<file path="src/rtl/matrix_reader.sv">
// matrix_reader: streams n*n words into operand buffer A, then n*n words into
// buffer B (both row-major), and serves both buffers through registered
// indexed read ports for the matrix multiplier.
//
// state   | meaning
// --------+----------------------------------------------
// IDLE    | waiting for start, input not accepted
// LOAD_A  | accepting words into A in row-major order
// LOAD_B  | accepting words into B in row-major order
// DONE    | both buffers complete, waiting for a restart
module matrix_reader #(
  parameter int n     = 4,
  parameter int width = 32,
  parameter int n_len = $clog2(n)
) (
  input  logic             clk,
  input  logic             rst,
  input  logic             start,
  input  logic             in_valid,
  input  logic [width-1:0] in_data,
  output logic             in_ready,
  input  logic [n_len-1:0] a_i,
  input  logic [n_len-1:0] a_j,
  output logic [width-1:0] a_out,
  input  logic [n_len-1:0] b_i,
  input  logic [n_len-1:0] b_j,
  output logic [width-1:0] b_out,
  output logic             busy,
  output logic             done
);

  localparam logic [1:0] st_idle   = 2'd0;
  localparam logic [1:0] st_load_a = 2'd1;
  localparam logic [1:0] st_load_b = 2'd2;
  localparam logic [1:0] st_done   = 2'd3;

  localparam logic [n_len:0] last_idx = (n_len + 1)'(n - 1);

  logic [1:0]       state;
  logic [n_len:0]   row;
  logic [n_len:0]   col;
  logic             accept;
  logic             last_elem;

  logic [width-1:0] mem_a [n][n];
  logic [width-1:0] mem_b [n][n];

  // Ready depends only on the state so upstream can never form a loop through in_valid.
  always_comb begin
    in_ready  = (state == st_load_a) || (state == st_load_b);
    busy      = in_ready;
    done      = (state == st_done);
    accept    = in_valid & in_ready;
    last_elem = (row == last_idx) && (col == last_idx);
  end

  // Load sequencer: state and row/column position of the next word.
  always_ff @(posedge clk) begin
    if (rst) begin
      state <= st_idle;
      row   <= '0;
      col   <= '0;
    end else begin
      case (state)
        st_idle, st_done: begin
          if (start) begin
            state <= st_load_a;
            row   <= '0;
            col   <= '0;
          end
        end
        st_load_a, st_load_b: begin
          if (accept) begin
            if (last_elem) begin
              row   <= '0;
              col   <= '0;
              state <= (state == st_load_a) ? st_load_b : st_done;
            end else if (col == last_idx) begin
              col <= '0;
              row <= row + 1'b1;
            end else begin
              col <= col + 1'b1;
            end
          end
        end
        default: state <= st_idle;
      endcase
    end
  end

  // Buffer writes; contents survive reset, but no write lands during a reset cycle.
  always_ff @(posedge clk) begin
    if (!rst && accept) begin
      if (state == st_load_a)
        mem_a[row[n_len-1:0]][col[n_len-1:0]] <= in_data;
      else
        mem_b[row[n_len-1:0]][col[n_len-1:0]] <= in_data;
    end
  end

  // Registered read ports; a same-cycle write is seen one cycle later (old data first).
  always_ff @(posedge clk) begin
    if (rst) begin
      a_out <= '0;
      b_out <= '0;
    end else begin
      a_out <= mem_a[a_i][a_j];
      b_out <= mem_b[b_i][b_j];
    end
  end

endmodule

</file>
<file path="config.mk">
export PLATFORM = sky130hd
export DESIGN_NAME = matrix_reader
export DESIGN_NICKNAME = d
export VERILOG_FILES = /design/src/rtl/matrix_reader.sv
export SDC_FILE = /design/constraint.sdc
export NUM_CORES = 1
export LEC_CHECK = 0
export ABC_CLOCK_PERIOD_IN_PS = 5500
export CORE_MARGIN = 2
export CORE_UTILIZATION = 45
export CTS_CLUSTER_SIZE = 25
export DETAILED_ROUTE_END_ITERATION = 6
export HOLD_SLACK_MARGIN = 0.02
export SYNTH_ARGS = -nofsm -noshare
export SYNTH_HDL_FRONTEND = slang
export SYNTH_SLANG_ARGS = --single-unit
</file>
<file path="constraint.sdc">
create_clock -name clk -period 5.5 [get_ports clk]
set_clock_uncertainty 0.2 [all_clocks]
set_input_delay 0.825 -clock clk [delete_from_list [all_inputs] [get_ports clk]]
set_output_delay 0.825 -clock clk [all_outputs]
set_load 0.05 [all_outputs]
</file>
==> metrics.md <==
| Metric | Value |
|---|---|
| Status | completed |
| Leakage | 16.65 nW |
| Cells along the critical path | inv_1 > ha_1 > inv_1 > clkdlybuf4s50_1 |
| Final setup margin | about 2.1 ns |
| Grt total ovfl | 0 |
| Fin nets | between 2,000 and 2,500 |
| Sequential power share | 0.511 |
| Yosys Warn Count | 0 |
| Vias in the first global route | between 20,000 and 25,000 |
| Int Pwr | approximately 14 mW |
| Peak VDD IR | around 0.25 mV |
| Drt total wl | 96,090 um |
| CTS root buffer | clkbuf_16 |
| Post-CTS Hold Buffers | 0 |
| Post-CTS setup buffers | 0 |
| CP endpoint kind | output pin |
| Clk Latency, worst-skew pair | roughly 0.67 ns |
| Syn Area/Cell | around 19 um^2 |
| Post-synth ARST share | 0 |
| Max-slew headroom | 0.06656 |
| Die span in y | around 300 um |
| Peak Freq | approximately 290 MHz |
| Fin crit period | 3.447 ns |
| WP buf/inv | 3 |
| Yosys cell types | a little over 40 |
| Drt pass-1 iters | 5 |
| Maximum buffer depth of the clock tree | 3 |
| EDFF count, synth | about 1,000 |
| GRT Total Usage | 0.2049 |
| Startpoint types | flop |
| Max-Cap Viols | 0 |
| Post-synth top cells | edfxtp_1, mux2i_1, a22oi_1 |
| Syn-to-layout area delta | 15.10% |
| Most frequent cell after synthesis | edfxtp_1 |
| Initial DRC Count | about 2,100 |
| Worst path max stage delay | 0.82 ns |
| P_sw | between 4 and 5 mW |
| Final TNS setup | 0 ns |
| WP data arrival | ~2.4 ns |
| Total clock buffers created by CTS | roughly 110 |
| Die width | a little over 300 um |
| Synth Instances | ~2,200 |
| Share of the synthesized area in the top cell type | 0.7428 |
| # IOs | 111 |
| Sw frac | 0.2212 |
| Dpl ws | between 1 and 1.5 ns |
| Vias/cell | between 5 and 6 |
| Clock network fraction of design power | 0.421 |
| Main synth FF type | edfxtp_1 |
| Final ANT Viol Nets | 0 |
| Drc violations | 0 |
| Die ar. | 94,440 um^2 |
| Post-synthesis cell area | 41,400 um^2 |
| Seq cells post-synth | ~1,100 |
| Largest net degree at the start of global routing | a little under 100 |
| First-pass GRT wire length | roughly 140,000 um |
| Starting density of the core | 0.4530 |
| Crit path required time | between 4 and 5 ns |
| Worst hold slack | around 0.26 ns |
| Met3 GRT Util | 0.03317 |
| Sequential fraction of the synthesis area | 0.7776 |
| HP Class | flop to flop |
| Comb pwr share | 0.069 |
| HPWL after DPL | 54,570 um |
| Worst Tran Pin Value | about 1.4 ns |
| Row Count | approximately 110 |
| Synth area leaders | edfxtp_1, mux2i_1, a22oi_1 |
| CP top delay family | buffers and inverters |
| PD cells | between 300 and 400 nW/um^2 |
| Share of layout cells above drive strength 1 | 0.1277 |
| GPL Wtd Cong | around 0.8 |
| Port buffer count | 110 |
| Area leader, netlist | edfxtp_1 |
| Final hold violations | 0 |
| CP Max Fanout | 8 |
| Final period util | 0.6268 |
| Met2 GRT Util | 0.3304 |
| Met1 Usage GRT | 0.2916 |
| Clock transition at path regs | ~0.060 ns |
| Synthesized net count | between 2,000 and 2,500 |
| Clock Sinks | between 1,000 and 1,500 |
| Setup Crit Path Kind | flop to output pin |
| Most used routing layer in global routing | met2 |
| Most frequent CP cell | inv_1 |
| CTS tree | done |
| RSZ-0062 raised after global routing | false |
| Final setup viols | 0 |
| Post-CTS sizing | 0 |
| Core footprint | between 90,000 and 100,000 um^2 |
| Max-slew violations | 0 |
| Wirelength per Cell | 26.24 um |
| Htree depth | 3 |
| Worst path slowest cell | clkdlybuf4s50_1 |
| Vias | 20,861 |
| Antenna violations before repair | 4 |
-- power groups by stage --
stage,logic [mW],registers (mW),clock network [mW]
after detailed placement,1.26,9.47,0
after global placement,1.24,9.47,0
final,1.25,9.29,7.66
after global routing,1.33,9.30,8.14
after floorplan,0.609,9.59,0
after CTS,1.26,9.30,7.79
-- metrics by stage --
| step | total power [mW] | area (um^2) | std cells | utilization |
|---|---|---|---|---|
| 2_1_floorplan | 10.20 | 41400 | 2214 | - |
| 5_1_grt | 18.78 | 47640 | 3660 | 0.5214 |
| 3_5_place_dp | 10.73 | 43880 | 3449 | 0.4801 |
| 6_report | 18.20 | 47650 | 3662 | 0.5214 |
| 3_3_place_gp | 10.71 | 43880 | 3449 | 0.4801 |
| 4_1_cts | 18.35 | 47650 | 3660 | 0.5215 |
-- layer usage --
layer | routed length [um] | vias to the layer above
met4 | 1926 | 2
li1 | - | 9263
met2 | 46680 | 665
met3 | 5596 | 125
met1 | 41880 | 10806
met5 | 11 | -
-- state kept, by name (all words and copies together) (netlist names) --
signal,cells
mem_a,512
mem_b,512
a_out,32
b_out,32
col,3
row,3
state,2
-- cells in the final DEF (no fill, tap or decap), types with 7 or more instances in the layout --
cell type	n
edfxtp_1	1024
mux2i_1	454
a22oi_1	199
clkbuf_16	112
clkdlybuf4s50_1	106
nand2_1	102
dfxtp_1	72
buf_4	57
o21ai_0	39
o22ai_1	35
and3_2	32
mux4_2	29
a221oi_1	29
clkinv_2	21
clkinv_1	21
o21ai_1	20
clkbuf_1	17
clkbuf_8	14
bufinv_16	13
ha_1	11
inv_1	9
buf_12	7
-- worst register-to-register path, delay by kind of cell (launching register included) --
kind                       cells  cell delay, ns
DFF                            1            0.35
buffers and inverters          1            0.07
and+or+nand+nor                3            1.97
adders and majority gates      1            0.38
-- cell families (layout without fill, tap and decap cells) --
logic type,count (synthesis),after routing,synth area share
buf+inv,134,394,0.01974
flops,1096,1096,0.7776
simple gates,158,158,0.01759
mux,483,483,0.1255
fa+ha+maj,11,11,0.003325
other cells,0,2,0
xor+xnor,1,1,0.0002116
compound gates,331,331,0.05600
-- layout make-up --
type	count	area, um^2
fill	7245	43740
sequential	1096	32190
multi-input combinational	984	8488
clock buffer	143	3059
timing repair buffer	174	1669
tap	1186	1484
clock inverter	68	719.4
inverter	9	33.78
antenna	2	5.005
-- final timing paths --
check           start             to  slack [ns]  cells past startpoint
min            row[2]         row[2]        0.26                      2
min reg2reg    row[2]         row[2]        0.26                      2
max          state[1]       in_ready        2.05                      4
max reg2reg  state[1]  mem_b[2][127]        2.13                      5
Note: power is estimated with default switching activity, not from simulation.
